File: src/rtl/systolic_pkg.sv
// Shared width and lane helpers for the systolic drain collector.
// DRAIN_SAT_EN selects saturating 2*dataSize-bit output lanes; otherwise lanes keep the full p_sum width.
package systolic_pkg;

    function automatic int psum_w(input int data_size);
        return 2 * data_size + 2;
    endfunction

    function automatic int lane_w(input int data_size);
`ifdef DRAIN_SAT_EN
        return 2 * data_size;
`else
        return 2 * data_size + 2;
`endif
    endfunction

    // Width of a counter over n values, never narrower than one bit.
    function automatic int cnt_w(input int n);
        return (n <= 2) ? 1 : $clog2(n);
    endfunction

    function automatic logic [63:0] sat_lane(input logic [63:0] v, input int data_size);
        logic [63:0] mask;
        mask = (64'd1 << (2 * data_size)) - 64'd1;
        return ((v & ~mask) != 64'd0) ? mask : (v & mask);
    endfunction

endpackage

File: src/rtl/systolic_drain_if.sv
// Array-side and stream-side signals of the systolic drain collector.
// With DRAIN_SAT_EN defined the m_data lanes narrow to 2*dataSize bits.
interface systolic_drain_if
    import systolic_pkg::*;
#(
    parameter int dataSize = 8,
    parameter int COLS     = 4
);
    localparam int PSUM_W = psum_w(dataSize);
    localparam int LANE_W = lane_w(dataSize);

    logic                     en;
    logic                     s_valid;
    logic [COLS*PSUM_W-1:0]   col_psum;

    // A row transfers on each rising edge with m_valid && m_ready; m_data/m_last hold while m_valid && !m_ready.
    logic                     m_valid;
    logic                     m_ready;
    logic [COLS*LANE_W-1:0]   m_data;
    logic                     m_last;
    logic                     stall;
    logic                     overflow;

    modport master (
        input  en, s_valid, col_psum, m_ready,
        output m_valid, m_data, m_last, stall, overflow
    );

    modport slave (
        output en, s_valid, col_psum, m_ready,
        input  m_valid, m_data, m_last, stall, overflow
    );
endinterface

File: src/rtl/drain_row_fifo.sv
// Synchronous first-word fall-through FIFO holding deskewed result rows.
// A push into a full FIFO is taken only when a pop frees the slot in the same cycle.
module drain_row_fifo #(
    parameter int W     = 8,
    parameter int DEPTH = 8
) (
    input  logic                   clk,
    input  logic                   rst,
    input  logic                   push_i,
    input  logic [W-1:0]           wdata_i,
    input  logic                   pop_i,
    output logic [W-1:0]           rdata_o,
    output logic                   empty_o,
    output logic                   full_o,
    output logic [$clog2(DEPTH):0] count_o
);
    localparam int AW = $clog2(DEPTH);
    localparam int CW = AW + 1;
    localparam logic [CW-1:0] FULL_CNT = DEPTH[CW-1:0];

    logic [W-1:0]  mem_q [DEPTH];
    logic [AW-1:0] wptr_q, wptr_d;
    logic [AW-1:0] rptr_q, rptr_d;
    logic [CW-1:0] cnt_q, cnt_d;
    logic          push_ok, pop_ok;

    assign empty_o = (cnt_q == '0);
    assign full_o  = (cnt_q == FULL_CNT);
    assign pop_ok  = pop_i && !empty_o;
    assign push_ok = push_i && (!full_o || pop_ok);
    assign rdata_o = mem_q[rptr_q];
    assign count_o = cnt_q;

    always_comb begin
        wptr_d = wptr_q;
        rptr_d = rptr_q;
        cnt_d  = cnt_q;
        if (push_ok) wptr_d = wptr_q + AW'(1);
        if (pop_ok)  rptr_d = rptr_q + AW'(1);
        if (push_ok && !pop_ok)      cnt_d = cnt_q + CW'(1);
        else if (pop_ok && !push_ok) cnt_d = cnt_q - CW'(1);
    end

    always_ff @(posedge clk) begin
        if (push_ok) mem_q[wptr_q] <= wdata_i;
    end

    always_ff @(posedge clk) begin
        if (!rst) begin
            wptr_q <= '0;
            rptr_q <= '0;
            cnt_q  <= '0;
        end else begin
            wptr_q <= wptr_d;
            rptr_q <= rptr_d;
            cnt_q  <= cnt_d;
        end
    end
endmodule

File: src/rtl/systolic_drain.sv
// Deskews bottom-row p_sums into aligned rows, buffers them and streams them out with tile framing.
// DRAIN_SAT_EN saturates each output lane to 2*dataSize bits on the FIFO read side.
module systolic_drain
    import systolic_pkg::*;
#(
    parameter int dataSize   = 8,
    parameter int COLS       = 4,
    parameter int ROWS       = 4,
    parameter int FIFO_DEPTH = 8
) (
    input logic              clk,
    input logic              rst,
    systolic_drain_if.master bus
);
    localparam int PSUM_W = psum_w(dataSize);
    localparam int LANE_W = lane_w(dataSize);
    localparam int RW     = COLS * PSUM_W;
    localparam int CW     = cnt_w(ROWS);
    localparam int FCW    = $clog2(FIFO_DEPTH) + 1;
    localparam logic [CW-1:0] LAST_ROW = CW'(ROWS - 1);

    logic [RW-1:0]   aligned;
    logic [COLS-2:0] vpipe_q;
    logic [RW-1:0]   row_q;
    logic            row_vld_q;
    logic [CW-1:0]   row_cnt_q, row_cnt_d;
    logic            ovf_q, ovf_d;
    logic            push_req, push, pop, row_is_last;
    logic [RW:0]     fifo_rdata;
    logic            fifo_empty, fifo_full;
    logic [FCW-1:0]  fifo_count;

    // Column j arrives j cycles after column 0, so it waits COLS-1-j en-cycles.
    for (genvar j = 0; j < COLS; j++) begin : g_col
        localparam int D = COLS - 1 - j;
        if (D == 0) begin : g_direct
            assign aligned[j*PSUM_W +: PSUM_W] = bus.col_psum[j*PSUM_W +: PSUM_W];
        end else begin : g_line
            logic [PSUM_W-1:0] line_q [D];
            always_ff @(posedge clk) begin
                if (!rst) begin
                    for (int k = 0; k < D; k++) line_q[k] <= '0;
                end else if (bus.en) begin
                    line_q[0] <= bus.col_psum[j*PSUM_W +: PSUM_W];
                    for (int k = 1; k < D; k++) line_q[k] <= line_q[k-1];
                end
            end
            assign aligned[j*PSUM_W +: PSUM_W] = line_q[D-1];
        end
    end

    assign push_req    = bus.en && row_vld_q;
    assign pop         = !fifo_empty && bus.m_ready;
    assign push        = push_req && (!fifo_full || pop);
    assign row_is_last = (row_cnt_q == LAST_ROW);

    // Dropped rows still advance the tile counter so m_last stays on tile boundaries.
    always_comb begin
        row_cnt_d = row_cnt_q;
        ovf_d     = ovf_q;
        if (push_req) begin
            row_cnt_d = row_is_last ? '0 : row_cnt_q + CW'(1);
            if (!push) ovf_d = 1'b1;
        end
    end

    always_ff @(posedge clk) begin
        if (!rst) begin
            vpipe_q   <= '0;
            row_q     <= '0;
            row_vld_q <= 1'b0;
            row_cnt_q <= '0;
            ovf_q     <= 1'b0;
        end else begin
            row_cnt_q <= row_cnt_d;
            ovf_q     <= ovf_d;
            if (bus.en) begin
                vpipe_q[0] <= bus.s_valid;
                for (int k = 1; k < COLS - 1; k++) vpipe_q[k] <= vpipe_q[k-1];
                row_q     <= aligned;
                row_vld_q <= vpipe_q[COLS-2];
            end
        end
    end

    drain_row_fifo #(
        .W     (RW + 1),
        .DEPTH (FIFO_DEPTH)
    ) u_fifo (
        .clk     (clk),
        .rst     (rst),
        .push_i  (push),
        .wdata_i ({row_is_last, row_q}),
        .pop_i   (pop),
        .rdata_o (fifo_rdata),
        .empty_o (fifo_empty),
        .full_o  (fifo_full),
        .count_o (fifo_count)
    );

    for (genvar j = 0; j < COLS; j++) begin : g_lane
        logic [PSUM_W-1:0] raw;
        logic [LANE_W-1:0] lane;
        assign raw = fifo_rdata[j*PSUM_W +: PSUM_W];
`ifdef DRAIN_SAT_EN
        assign lane = LANE_W'(sat_lane(64'(raw), dataSize));
`else
        assign lane = raw;
`endif
        assign bus.m_data[j*LANE_W +: LANE_W] = fifo_empty ? '0 : lane;
    end

    assign bus.m_valid  = !fifo_empty;
    assign bus.m_last   = !fifo_empty && fifo_rdata[RW];
    assign bus.overflow = ovf_q;
    // Worst case the skew pipe still holds COLS rows when stall rises.
    assign bus.stall    = (FIFO_DEPTH[FCW-1:0] - fifo_count) <= COLS[FCW-1:0];
endmodule

File: src/flat_wrapper.sv
// flat-port wrapper written by rule: the top's interface ports become plain ports
module systolic_drain_flat import systolic_pkg::*;
#(
    parameter int dataSize   = 8,
    parameter int COLS       = 4,
    parameter int ROWS       = 4,
    parameter int FIFO_DEPTH = 8
)
  (clk, rst, bus_en, bus_s_valid, bus_col_psum, bus_m_ready, bus_m_valid, bus_m_data, bus_m_last, bus_stall, bus_overflow);
  systolic_drain_if #(.dataSize(dataSize), .COLS(COLS)) bus_i ();
  input logic clk;
  input logic rst;
  input wire logic [$bits(bus_i.en)-1:0] bus_en;
  input wire logic [$bits(bus_i.s_valid)-1:0] bus_s_valid;
  input wire logic [$bits(bus_i.col_psum)-1:0] bus_col_psum;
  input wire logic [$bits(bus_i.m_ready)-1:0] bus_m_ready;
  output wire logic [$bits(bus_i.m_valid)-1:0] bus_m_valid;
  output wire logic [$bits(bus_i.m_data)-1:0] bus_m_data;
  output wire logic [$bits(bus_i.m_last)-1:0] bus_m_last;
  output wire logic [$bits(bus_i.stall)-1:0] bus_stall;
  output wire logic [$bits(bus_i.overflow)-1:0] bus_overflow;
  assign bus_i.en = bus_en;
  assign bus_i.s_valid = bus_s_valid;
  assign bus_i.col_psum = bus_col_psum;
  assign bus_i.m_ready = bus_m_ready;
  assign bus_m_valid = bus_i.m_valid;
  assign bus_m_data = bus_i.m_data;
  assign bus_m_last = bus_i.m_last;
  assign bus_stall = bus_i.stall;
  assign bus_overflow = bus_i.overflow;
  systolic_drain #(.dataSize(dataSize), .COLS(COLS), .ROWS(ROWS), .FIFO_DEPTH(FIFO_DEPTH)) u_core (.clk(clk), .rst(rst), .bus(bus_i));
endmodule
File: config.mk
export PLATFORM = sky130hd
export DESIGN_NAME = systolic_drain_flat
export DESIGN_NICKNAME = d
export VERILOG_FILES = /design/src/rtl/systolic_pkg.sv /design/src/rtl/systolic_drain_if.sv /design/src/rtl/drain_row_fifo.sv /design/src/rtl/systolic_drain.sv /design/src/flat_wrapper.sv
export SDC_FILE = /design/constraint.sdc
export NUM_CORES = 1
export LEC_CHECK = 0
export ABC_CLOCK_PERIOD_IN_PS = 11900
export CAP_MARGIN = 20
export CORE_AREA = 2 2 248 250
export DETAILED_ROUTE_END_ITERATION = 16
export DIE_AREA = 0 0 250 252
export PLACE_DENSITY_LB_ADDON = 0.3
export SLEW_MARGIN = 5
export SYNTH_ARGS = -nofsm -noshare
export SYNTH_HDL_FRONTEND = slang
export SYNTH_SLANG_ARGS = --single-unit
export TNS_END_PERCENT = 20
File: constraint.sdc
create_clock -name clk -period 11.9 [get_ports clk]
set_clock_uncertainty 0.15 [all_clocks]
set_input_delay 2.38 -clock clk [delete_from_list [all_inputs] [get_ports clk]]
set_output_delay 2.38 -clock clk [all_outputs]
set_load 0.1 [all_outputs]
# ---- After elaboration in Yosys (flattened, before gate mapping)
# Memory sizes are Yosys's and may differ from the RTL's. A register that Yosys moved wholly into a read port is not among the register bits.
# Index checks and enable logic that the tools add are counted.
# Widths: inputs -> output; s select.
dict set report op_classes {
  addsub 6
  mul 0
  n_div 0
  order_cmp 1
  n_eq_ne 2
  n_shift 0
  mux 22
  bitwise_logic 6
  reduce_logical 21
}
# operator count
set ops {}
lappend ops {{$mux 18} 10}
lappend ops {{$reduce_or 18->1} 1}
lappend ops {{$logic_and 1x1->1} 8}
lappend ops {{$mux 4} 2}
lappend ops {{$logic_not 1->1} 7}
lappend ops {{$mux 1} 7}
lappend ops {{$add 3x1->3 const B} 2}
lappend ops {{$mux 3} 2}
lappend ops {{$or 1x1->1} 5}
lappend ops {{$add 4x1->4 const B} 1}
lappend ops {{$eq 4x4->1 const B} 1}
lappend ops {{$le 4x3->1 const B} 1}
lappend ops {{$logic_not 4->1} 1}
lappend ops {{$sub 4x1->4 const B} 1}
lappend ops {{$sub 4x4->4 const A} 1}
lappend ops {{$add 2x1->2 const B} 1}
lappend ops {{$eq 2x2->1 const B} 1}
lappend ops {{$logic_or 1x1->1} 2}
lappend ops {{$mux 2} 1}
lappend ops {{$reduce_and 2->1} 1}
lappend ops {{$reduce_bool 2->1} 1}
lappend ops {{$not 1->1} 1}
dict set report totals {
  ff_bits 89
  latchBits 0
  mem_bits_rw 692
  romBits 0
  input_bits 77
  out_inout_bits 76
  n_memories 4
}
# memory depth width rd rd_ports_with_merged_regs write_ports line
set memory_table {}
lappend memory_table {u_core.u_fifo.mem_q 8 73 1 1 1 drain_row_fifo.sv:21} ;# logic [W-1:0] mem_q [DEPTH];
lappend memory_table {{u_core.g_col[0].g_line.line_q} 3 18 3 1 3 systolic_drain.sv:39} ;# logic [PSUM_W-1:0] line_q [D];
lappend memory_table {{u_core.g_col[1].g_line.line_q} 2 18 2 1 2 systolic_drain.sv:39}
lappend memory_table {{u_core.g_col[2].g_line.line_q} 1 18 1 1 1 systolic_drain.sv:39}

# ---- Depth between registers and ports, before layout
# Gate-level depths: netlist of run 1.
dict set report logic_depth {
  ltp_word 10
  depth_mapped 11
  ltp_nobuf 11
}

# ---- Hierarchy
# From an unflattened synthesis of run 1, not the netlist that was laid out.
dict set report hier_totals {
  hier_cells 1504
  hier_area_um2 30275.3
}
# mod n_inst cells_per_inst area_each_um2 seq_area_each_um2
set modules_own_cells {}
lappend modules_own_cells {drain_row_fifo 1 916 22521.6 17797.1}
lappend modules_own_cells {systolic_drain 1 588 7753.7 4824.6}

# ---- Least setup slack after synthesis of run 1
# No wires, ideal clock.
dict set report synth_path {
  path_kind {input to register}
  from {input port bus_en}
  to {memory u_core.u_fifo.mem_q[0][0] in the netlist's numbering, enable pin}
  arrival_time_ns 9.575
  required_ns 11.066
  setup_slack_ns 1.491
  cell_stages 3
  path_cell_list {buf_2 > nand3_1 > nor4_1}
}
dict set report synth_between {
  elab_chain_cells 5
}
# element line
set synth_rtl {}
lappend synth_rtl {{from (decl)} flat_wrapper.sv:13} ;# input wire logic [$bits(bus_i.en)-1:0] bus_en;
lappend synth_rtl {{$logic_and 1x1->1} systolic_drain.sv:52} ;# assign push_req = bus.en && row_vld_q;
lappend synth_rtl {{$logic_and 1x1->1} systolic_drain.sv:54} ;# assign push = push_req && (!fifo_full || pop);
lappend synth_rtl {{$logic_and 1x1->1} drain_row_fifo.sv:30} ;# assign push_ok = push_i && (!full_o || pop_ok);
lappend synth_rtl {{$mux 1} drain_row_fifo.sv:45} ;# if (push_ok) mem_q[wptr_q] <= wdata_i;
lappend synth_rtl {{$mux 1 (implied by the code)} drain_row_fifo.sv:45}
lappend synth_rtl {{to (decl)} drain_row_fifo.sv:21}
# No other way between the ends.

==> results of run 1 <==
[per-layer routing]
layer  vias to the layer above  track usage  wire length (um)
met5                         -            0                13
met4                         2       0.0556               935
met3                        66       0.0333              2470
met2                       280        0.320             29700
met1                      7316        0.247             25200
li1                       6288            -                 -
[stage by stage]
stage                     cells  hold slack [ps]
after global placement     2368              303
after detailed placement   2368              310
after floorplan            1500              297
after global routing       2518              347
after CTS                  2516              325
final                      2518              320
[critical path: cells and delay by family (launching register included)]
family / cells / cell delay, ps
muxes: 2 / 790
DFF: 1 / 760
and+or+nand+nor: 1 / 110
buffers and inverters: 3 / 2450
[kinds of logic (layout without fill, tap and decap cells)]
family / after synthesis / count (layout) / share of synthesized area
multiplexers: 300 / 300 / 0.162
AND/OR/NAND/NOR: 300 / 300 / 0.0551
XOR/XNOR: 5 / 5 / 0.00147
buffers and inverters: 96 / 332 / 0.0179
flip-flops: 784 / 784 / 0.759
AO/OA/AOI/OAI: 8 / 8 / 0.00172
adder cells (fa/ha/maj): 7 / 7 / 0.00319
[layout make-up]
type	count	area [um^2]
Multi-Input combinational cell	620	6730
Tap cell	782	978
Timing Repair Buffer	180	1780
Clock inverter	49	547
Fill cell	4525	25300
Clock buffer	99	2140
Sequential cell	784	22600
Inverter	4	15.0
[power groups by stage]
stage | clock (mW) | combinational, mW | sequential [mW]
after floorplan | 0 | 1.51 | 3.12
after global placement | 0 | 1.89 | 3.17
after detailed placement | 0 | 1.89 | 3.18
after CTS | 2.59 | 1.89 | 3.12
after global routing | 2.70 | 1.95 | 3.13
final | 2.54 | 1.87 | 3.12
[flip-flops by register name (all words and copies together) (netlist names), named ones only]
register / count
u_core.bus.overflow: 1
u_core.row_vld_q: 1
u_core.u_fifo.rptr_q: 3
u_core.row_q: 72
u_core.u_fifo.mem_q: 584
u_core.vpipe_q: 3
u_core.row_cnt_q: 2
u_core.g_col.g_line.line_q: 108
u_core.u_fifo.wptr_q: 3
u_core.u_fifo.count_o: 4
[worst min-delay path by stage]
stage / startpoint / to / slack (ps) / cells past startpoint
5_1_grt: u_core.bus.overflow$_SDFFE_PN0P_ / u_core.bus.overflow$_SDFFE_PN0P_ / 350 / 1
6_report: u_core.bus.overflow$_SDFFE_PN0P_ / u_core.bus.overflow$_SDFFE_PN0P_ / 320 / 1
4_1_cts: u_core.bus.overflow$_SDFFE_PN0P_ / u_core.bus.overflow$_SDFFE_PN0P_ / 330 / 1
3_5_place_dp: u_core.bus.overflow$_SDFFE_PN0P_ / u_core.bus.overflow$_SDFFE_PN0P_ / 310 / 1
3_3_place_gp: u_core.bus.overflow$_SDFFE_PN0P_ / u_core.bus.overflow$_SDFFE_PN0P_ / 300 / 1
2_1_floorplan: u_core.row_cnt_q[1]$_SDFFE_PN0P_ / u_core.row_cnt_q[1]$_SDFFE_PN0P_ / 300 / 2
[layout by cell type, fill, tap and decap left out, types with 3 or more instances in the layout]
cell and count:
and2_1 6, and3_1 108, buf_4 26, bufinv_16 10, clkbuf_1 13, clkbuf_16 81
clkbuf_8 6, clkdlybuf4s50_1 150, clkinv_1 17, clkinv_2 11, clkinvlp_4 5, dfxtp_1 89
dfxtp_4 3, edfxtp_1 692, ha_1 6, inv_1 4, mux2i_1 153, mux4_2 146
nand2_1 10, nand2b_1 4, nand3_1 6, nor2_1 75, nor2_4 3, nor2b_1 79
nor3_2 4, xnor2_1 4
[synthesized netlist by cell type (4+ instances only)]
| library cell | number |
|---|---|
| buf_6 | 16 |
| dfxtp_1 | 92 |
| xnor2_1 | 4 |
| nand2_1 | 10 |
| edfxtp_1 | 692 |
| and3_1 | 108 |
| nand3_1 | 6 |
| ha_1 | 6 |
| nor2_1 | 78 |
| mux4_2 | 146 |
| nand2b_1 | 5 |
| clkbuf_1 | 36 |
| mux2i_1 | 153 |
| nor2b_1 | 79 |
| and2_1 | 6 |
| nor3_1 | 6 |
| inv_1 | 4 |
| buf_2 | 36 |
==> metrics.md, run 1 <==
| Metric | Value |
|---|---|
| Largest net degree at the start of global routing | 105 |
| Async SR Flop Fraction | 0 |
| Crit-path slowest cell | clkdlybuf4s50_1 |
| Crit end category | output pin |
| Final hold violation count | 0 |
| R2r endpoint | u_core.u_fifo.mem_q[7][13]$_DFFE_PP_ |
| Syn_nets | 1584 |
| Worst setup path endpoint | bus_m_data[36] |
| Status | finished clean |
| CTS tree | yes |
| NetSw | 2.45 mW |
| Seq/Total Area, Yosys | 0.759 |
| Worst r2r src | u_core.u_fifo.count_o[0]$_SDFFE_PN0P_ |
| RSZ-0062 raised after global routing | no |
| Total number of vias | 13952 |
| Final worst setup slack | 4630 ps |
| Slew Limit Fails | 0 |
| Final ANT Viol Nets | 0 |
| Nets | roughly 1800 |
| Part of the power in combinational logic | 0.248 |
| Vias in the first global route | 14531 |
| Area share of the largest cell type after synthesis | 0.697 |
| Pleak | 11.8 nW |
| Post-route DRC violation count | 0 |
| WL final | 58300 um |
| IO Port Bufs | 152 |
| Latest clock arrival within the worst-skew pair | 610 ps |
| Post_cts resized | 0 |
| Vias per cell | 5.54 |
| Most area-hungry cell type in the Yosys netlist | edfxtp_1 |
| Total power | 7.52 mW |
| WL/cell | 23.2 um |
| Critical-path cell list | buf_4 -> buf_4 -> mux4_2 -> mux2i_1 -> nor2_1 -> clkdlybuf4s50_1 |
| First-pass GRT wire length | between 80000 and 90000 um |
| Post-CTS Hold Buffers | 0 |
| Most frequent CP cell | buf_4 |
| Clock sink count | a little under 800 |
| CP Launch Type | flip-flop |
| Max_slew headroom | 0.225 |
| CTS H-tree depth | 3 |
| Netlist Area Pre-Place | 0.0298 mm^2 |
| Hold Path Class | reg -> reg |
| CP Class | reg -> out |
| Max cap viols | 0 |
| IO Count | 153 |
| Clk pwr share | 0.337 |
| Final core occ | 0.579 |
| Part of the power in registers | 0.414 |
| DP Area | 0.0321 mm^2 |
| Top FF cell, synth | edfxtp_1 |
| Die footprint | roughly 0.063 mm^2 |
| Initial antenna violation count | 1 |
| Average cell area after synthesis | 19.9 um^2 |
| Yosys cell types | 30 |
| Sw frac | 0.326 |
| Antenna Cells | 0 |
| Aggregate global routing overflow | 0 |
| Chip height | 252 um |
| Routability cong. | 0.674 |
| Max FO, Critical Path | 38 |
| R2r worst-path depth | 8 |
| DR iter-0 viols | 830 |
| Chip Width | 250 um |
| Placement Setup Slack | 5090 ps |
| Initial core utilization | 0.496 |
| Layout cells sized above 1 | 0.177 |
| Pwr/cell area | 216 mW/mm^2 |
| Worst R2R Setup Slack | a little over 8000 ps |
| Critical Path Max Stage Delay | 1010 ps |
| Syn Inst Count | 1500 |
| Total core area | between 0.06 and 0.07 mm^2 |
| Req. time, crit path | 9370 ps |
| Top cells by area in the synthesized netlist | edfxtp_1 70%, mux4_2 11%, dfxtp_1 6.2%, mux2i_1 5.1%, and3_1 2.3% |
| Root buf cell | clkbuf_16 |
| Worst-Margin Slew | 1160 ps |
| Worst Path Arrival | 4740 ps |
| F_max | 138 MHz |
| Internal cell power | 5.07 mW |
| Setup tns final | 0 ps |
| Drt first pass iters | 5 |
| Post-synth EDFFs | 692 |
| CTS max path bufs | 3 |
| Row count | 90 |
| Worst VDD drop | between 0.00015 and 0.0002 V |
| GRT Total Usage | 0.187 |
| FF+latch count, synth | about 780 |
| Synth-to-Final Area Change | 16.8% |
| Design Area, Final | 0.0348 mm^2 |
| Post-CTS Setup Inserts | 0 |
| Clk slew on worst S/H paths | 60 ps |
| Num CTS Buffers | 79 |
| Dpl hpwl | between 20000 and 30000 um |
| Final Cycle Share | 0.611 |
| Final setup vio count | 0 |
| YS warnings | 0 |
| Final min period | 7270 ps |
(Power assumes the default switching activity.)
==> run 2: changes to the inputs <==
--- a/config.mk
+++ b/config.mk
@@ -5,7 +5,7 @@
 export SDC_FILE = /design/constraint.sdc
 export NUM_CORES = 1
 export LEC_CHECK = 0
-export ABC_CLOCK_PERIOD_IN_PS = 11900
+export ABC_CLOCK_PERIOD_IN_PS = 7400
 export CAP_MARGIN = 20
 export CORE_AREA = 2 2 248 250
 export DETAILED_ROUTE_END_ITERATION = 16
==> constraint.sdc (replaced) <==
create_clock -name clk -period 7.4 [get_ports clk]
set_clock_uncertainty 0.15 [all_clocks]
set_input_delay 1.48 -clock clk [delete_from_list [all_inputs] [get_ports clk]]
set_output_delay 1.48 -clock clk [all_outputs]
set_load 0.1 [all_outputs]
==> run 2 against run 1 <==
Compared with the run above: critical endpoint is now bus_m_data[35]; critical path type unchanged; non-clock buffer count is 5 higher; die area unchanged; flip-flop and latch count unchanged; total power up 59%; sequential share of layout area grew 0.27 points; hold slack improved by 6.9 ps; global-route usage fell by 0.39 points.
==> metrics.md, run 2 (same netlist as run 1, synthesis figures left out) <==
| Metric | Value |
|---|---|
| Post-route DRC violation count | 0 |
| Dpl hpwl | 29600 um |
| Final min period | 5650 ps |
| Critical Path Max Stage Delay | about 1200 ps |
| Drt first pass iters | 5 |
| Placement Setup Slack | 2300 ps |
| Final hold violation count | 0 |
| IO Count | 153 |
| Top flop regs | u_core.u_fifo.mem_q x584, u_core.g_col.g_line.line_q x108, u_core.row_q x72 |
| CP Class | reg -> out |
| Most common cell after layout, fill and taps aside | edfxtp_1 |
| Antenna Cells | 0 |
| Worst VDD drop | 0.000219 V |
| Number of filler cells placed in the layout | about 4500 |
| WL final | between 50000 and 60000 um |
| Worst Hold Endpoint | u_core.bus.overflow$_SDFFE_PN0P_ |
| Post_cts resized | 0 |
| Chip height | 252 um |
| RSZ-0062 raised after global routing | no |
| DR iter-0 viols | a little over 1000 |
| Worst-Margin Slew | 1120 ps |
| Root buf cell | clkbuf_16 |
| Status | finished clean |
| Vias per cell | about 5.5 |
| Num CTS Buffers | 78 |
| CP bufs+invs | 2 |
| Pleak | 11.7 nW |
| Die footprint | 0.0630 mm^2 |
| Clock sink count | 784 |
| CTS max path bufs | 3 |
| Worst Path Arrival | 4020 ps |
| Routability cong. | 0.708 |
| F_max | 177 MHz |
| Largest register FFs | slightly below 600 |
| Req. time, crit path | 5770 ps |
| Most flops, register | u_core.u_fifo.mem_q |
| Clk slew on worst S/H paths | 60 ps |
| CP Launch Type | flip-flop |
| Crit path max-delay family | buffers and inverters |
| Max cap viols | 0 |
| Pwr/cell area | 344 mW/mm^2 |
| R2r endpoint | u_core.u_fifo.count_o[3]$_SDFFE_PN0P_ |
| Final core occ | 0.577 |
| Final ANT Viol Nets | 0 |
| Vias in the first global route | 14421 |
| Nets | 1757 |
| IO Port Bufs | 152 |
| Crit-path slowest cell | clkdlybuf4s50_1 |
| WL/cell | ~23 um |
| Max_slew headroom | 0.249 |
| Latest clock arrival within the worst-skew pair | 600 ps |
| Hold Path Class | reg -> reg |
| Slew Limit Fails | 0 |
| Critical-path cell list | buf_4 -> mux4_2 -> mux2i_1 -> nor2_1 -> clkdlybuf4s50_1 |
| CTS tree | yes |
| Largest net degree at the start of global routing | 103 |
| Chip Width | approximately 250 um |
| Row count | 90 |
| Post-CTS Setup Inserts | 0 |
| Post-CTS Hold Buffers | 0 |
| Synth-to-Final Area Change | 16.3% |
| Worst r2r src | u_core.u_fifo.count_o[0]$_SDFFE_PN0P_ |
| First-pass GRT wire length | 87000 um |
| Final worst setup slack | 1750 ps |
| R2r worst-path depth | 11 |
| Initial core utilization | 0.496 |
| Final setup vio count | 0 |
| Hold Path Stages | 1 |
| Crit end category | output pin |
| GRT Total Usage | 0.183 |
| Most frequent cells in the layout | 692 x edfxtp_1, 153 x mux2i_1, 150 x clkdlybuf4s50_1 |
| Total number of vias | 13857 |
| Total core area | 0.0601 mm^2 |
| Aggregate global routing overflow | 0 |
| CP Depth | 5 |
| Final Cycle Share | 0.763 |
| Min-delay src | u_core.bus.overflow$_SDFFE_PN0P_ |
| Initial antenna violation count | 0 |
| CTS H-tree depth | 3 |
| Layout cells sized above 1 | 0.176 |
| Max FO, Critical Path | 57 |
| Worst R2R Setup Slack | 3880 ps |
[run 2: power by group]
part	switching [mW]	leakage, nW	internal, mW
logic	2.17	3.15	0.849
registers	0.132	7.36	4.89
clock network	1.56	1.22	2.32
total	3.86	11.7	8.06
[run 2: layout make-up]
class / count / area [um^2] / area share
well taps: 782 / 978 / 0.0282
multi-input cells: 620 / 6730 / 0.194
inverters: 4 / 15.0 / 0.000433
clock inverters: 33 / 394 / 0.0114
flip-flops and latches: 784 / 22600 / 0.653
clock buffers: 104 / 2120 / 0.0612
repair buffers: 185 / 1800 / 0.0519
[run 2: worst register-to-register path, delay by kind of cell (launching register included)]
family          cells  cell delay, ps
fa+ha+maj           2             510
simple gates        2             570
compound gates      3             490
flops               1             380
buf+inv             3            1140
mux                 1             200
[run 2: worst max path at each step]
stage                   start                             endpoint  slack (ps)
floorplan              bus_en  u_core.u_fifo.mem_q[4][0]$_DFFE_PP_        -360
global placement    flip-flop                       bus_m_data[35]        2270
detailed placement  flip-flop                       bus_m_data[35]        2300
CTS                 flip-flop                       bus_m_data[35]        1640
global route        flip-flop                       bus_m_data[35]        1540
finish              flip-flop                       bus_m_data[35]        1750
[run 2: metrics by stage]
stage / total power, mW / instance area (um^2) / setup TNS, ps / hold WS (ps) / cells
after floorplan: 7.45 / 29800 / -61950 / 297 / 1500
after global placement: 8.15 / 32200 / 0 / 305 / 2374
after detailed placement: 8.17 / 32200 / 0 / 308 / 2375
after CTS: 12.0 / 34700 / 0 / 327 / 2512
after global routing: 12.3 / 34700 / 0 / 356 / 2512
final: 11.9 / 34700 / 0 / 327 / 2512
[run 2: routing by layer]
metal  up-vias  GRT usage  wire length (um)
li1       6292          -                 -
met2       313      0.307             28400
met5         -          0                 0
met3        71     0.0339              2960
met4         0     0.0520              1000
met1      7181      0.248             24800
==> run 3: changes to the inputs <==
--- a/config.mk
+++ b/config.mk
@@ -5,7 +5,7 @@
 export SDC_FILE = /design/constraint.sdc
 export NUM_CORES = 1
 export LEC_CHECK = 0
-export ABC_CLOCK_PERIOD_IN_PS = 7400
+export ABC_CLOCK_PERIOD_IN_PS = 5600
 export CAP_MARGIN = 20
 export CORE_AREA = 2 2 248 250
 export DETAILED_ROUTE_END_ITERATION = 16
==> constraint.sdc (replaced) <==
create_clock -name clk -period 5.6 [get_ports clk]
set_clock_uncertainty 0.15 [all_clocks]
set_input_delay 1.12 -clock clk [delete_from_list [all_inputs] [get_ports clk]]
set_output_delay 1.12 -clock clk [all_outputs]
set_load 0.1 [all_outputs]
==> run 3 against run 2 <==
Compared with the run above: sequential share of layout area shrank 0.36 points; wire length grew 3.6%; first-iteration DRC count shrank 13%; setup slack lost 1000 ps; flip-flop and latch count is the same; clock power grew 33%; cell count grew 0.40%; design area grew 0.55%; count of clock-buffer cells in the layout grew 6; die area is the same; register-to-register slack lost 1600 ps; critical endpoint is now bus_m_data[1]; highest routed layer unchanged.
==> metrics.md, run 3 (same netlist as run 1, synthesis figures left out) <==
| Metric | Value |
|---|---|
| Most flops, register | u_core.u_fifo.mem_q |
| Most common cell after layout, fill and taps aside | edfxtp_1 |
| Row count | 90 |
| Layout cells sized above 1 | 0.180 |
| Area occupied by multi-input gates | between 0.006 and 0.007 mm^2 |
| Chip height | 252 um |
| CP Launch Type | flip-flop |
| Max cap viols | 0 |
| Crit end category | output pin |
| Post_cts resized | 0 |
| Total number of vias | 14122 |
| Worst-Margin Slew | 1130 ps |
| Chip Width | 250 um |
| Number of filler cells placed in the layout | approximately 4500 |
| CTS max path bufs | 3 |
| Dpl hpwl | 30400 um |
| IO Port Bufs | 152 |
| FF/Latch Area | between 0.02 and 0.025 mm^2 |
| Aggregate global routing overflow | 0 |
| Status | finished clean |
| WL final | ~59000 um |
| Req. time, crit path | 4330 ps |
| Final ANT Viol Nets | 0 |
| Pwr/cell area | 455 mW/mm^2 |
| Crit path max-delay family | buffers and inverters |
| Total power | 15.9 mW |
| Nets | 1759 |
| Finished Layout Cells | 2522 |
| CTS H-tree depth | 3 |
| DR iter-0 viols | 881 |
| CP Class | reg -> out |
| Vias per cell | around 5.6 |
| Initial core utilization | 0.496 |
| Worst Path Arrival | 3600 ps |
| Setup tns final | 0 ps |
| Final core occ | 0.580 |
| DP Area | 0.0323 mm^2 |
| Root buf cell | clkbuf_16 |
| Num CTS Buffers | 80 |
| Die footprint | 0.0630 mm^2 |
| Final Cycle Share | 0.870 |
| Most frequent cells in the layout | 692 x edfxtp_1, 153 x mux2i_1, 149 x clkdlybuf4s50_1 |
| Clk slew on worst S/H paths | approximately 60 ps |
| WL/cell | 23.5 um |
| Pleak | 11.8 nW |
| Critical-path cell list | buf_12 -> mux4_2 -> mux2i_1 -> nor2_1 -> clkdlybuf4s50_1 |
| Worst VDD drop | 0.000320 V |
| Clock sink count | 784 |
| Max_slew headroom | 0.241 |
| Max FO, Critical Path | 30 |
| Final min period | 4870 ps |
| Slew Limit Fails | 0 |
| Dpl cells | ~2400 |
| Largest register FFs | 584 |
| GRT Total Usage | 0.190 |
| Final setup vio count | 0 |
| Largest net degree at the start of global routing | 115 |
| Design Area, Final | ~0.035 mm^2 |
| Post-CTS Setup Inserts | 0 |
| Antenna Cells | 0 |
| Routability cong. | 0.688 |
| CTS tree | yes |
| First-pass GRT wire length | between 80000 and 90000 um |
| RSZ-0062 raised after global routing | no |
| Final hold violation count | 0 |
| Latest clock arrival within the worst-skew pair | 610 ps |
| Critical Path Max Stage Delay | 990 ps |
| Top flop regs | u_core.u_fifo.mem_q x584, u_core.g_col.g_line.line_q x108, u_core.row_q x72 |
| Initial antenna violation count | 0 |
| Post-CTS Hold Buffers | 0 |
| Hold Path Class | reg -> reg |
| Vias in the first global route | 14615 |
| Drt first pass iters | 5 |
| CP bufs+invs | 2 |
| F_max | just over 200 MHz |
| IO Count | around 150 |
| Crit-path slowest cell | clkdlybuf4s50_1 |
| Post-route DRC violation count | 0 |
| Total core area | 0.0601 mm^2 |
| Synth-to-Final Area Change | 16.9% |
[run 3: cell count changes in the layout (fill, tap and decap cells not counted), sizes merged]
cell	before	now
clkinv	19	28
clkbuf	105	111
bufinv	9	5
clkinvlp	4	2
buf	34	35
clkdlybuf4s50	150	149
inv	5	6
[run 3: through the flow]
step | worst slack, ps | hold WS [ps]
after floorplan | -1600 | 297
after global placement | 1320 | 307
after detailed placement | 1300 | 329
after CTS | 652 | 336
after global routing | 553 | 374
final | 729 | 337
[run 3: path summary, 6_finish.rpt]
path,depth (start not counted),slack [ps],endpoint,from
setup / recovery,5,730,bus_m_data[1],flip-flop
hold / removal,2,340,u_core.row_cnt_q[1]$_SDFFE_PN0P_,u_core.row_cnt_q[1]$_SDFFE_PN0P_
setup reg to reg,11,2270,u_core.u_fifo.count_o[3]$_SDFFE_PN0P_,u_core.u_fifo.count_o[0]$_SDFFE_PN0P_
hold reg to reg,2,340,u_core.row_cnt_q[1]$_SDFFE_PN0P_,u_core.row_cnt_q[1]$_SDFFE_PN0P_
[run 3: layout make-up]
type | instances | share of cell area
Sequential cell | 784 | 0.649
Tap cell | 782 | 0.0281
Multi-Input combinational cell | 620 | 0.193
Clock inverter | 37 | 0.00922
Inverter | 4 | 0.000431
Clock buffer | 110 | 0.0650
Timing Repair Buffer | 185 | 0.0548
[run 3: routing by layer]
layer	global-route usage	wire, um	vias up	share of wire
li1	-	-	6293	-
met5	0	0	-	0
met3	0.0306	2660	73	0.045
met4	0.0522	998	0	0.017
met1	0.267	26400	7424	0.44
met2	0.312	29300	332	0.49
[run 3: worst register-to-register path, delay by kind of cell, from the launching register on]
family / cells / cell delay, ps
and+or+nand+nor: 2 / 680
AOI/OAI and AO/OA: 3 / 500
DFF: 1 / 370
buffers and inverters: 3 / 790
adders and majority gates: 2 / 550
muxes: 1 / 200
[run 3: power breakdown]
part / total [mW] / internal [mW] / switching [mW]
Sequential: 6.58 / 6.46 / 0.126
Combinational: 4.10 / 1.15 / 2.94
Clock: 5.17 / 3.06 / 2.11
Total: 15.9 / 10.7 / 5.18
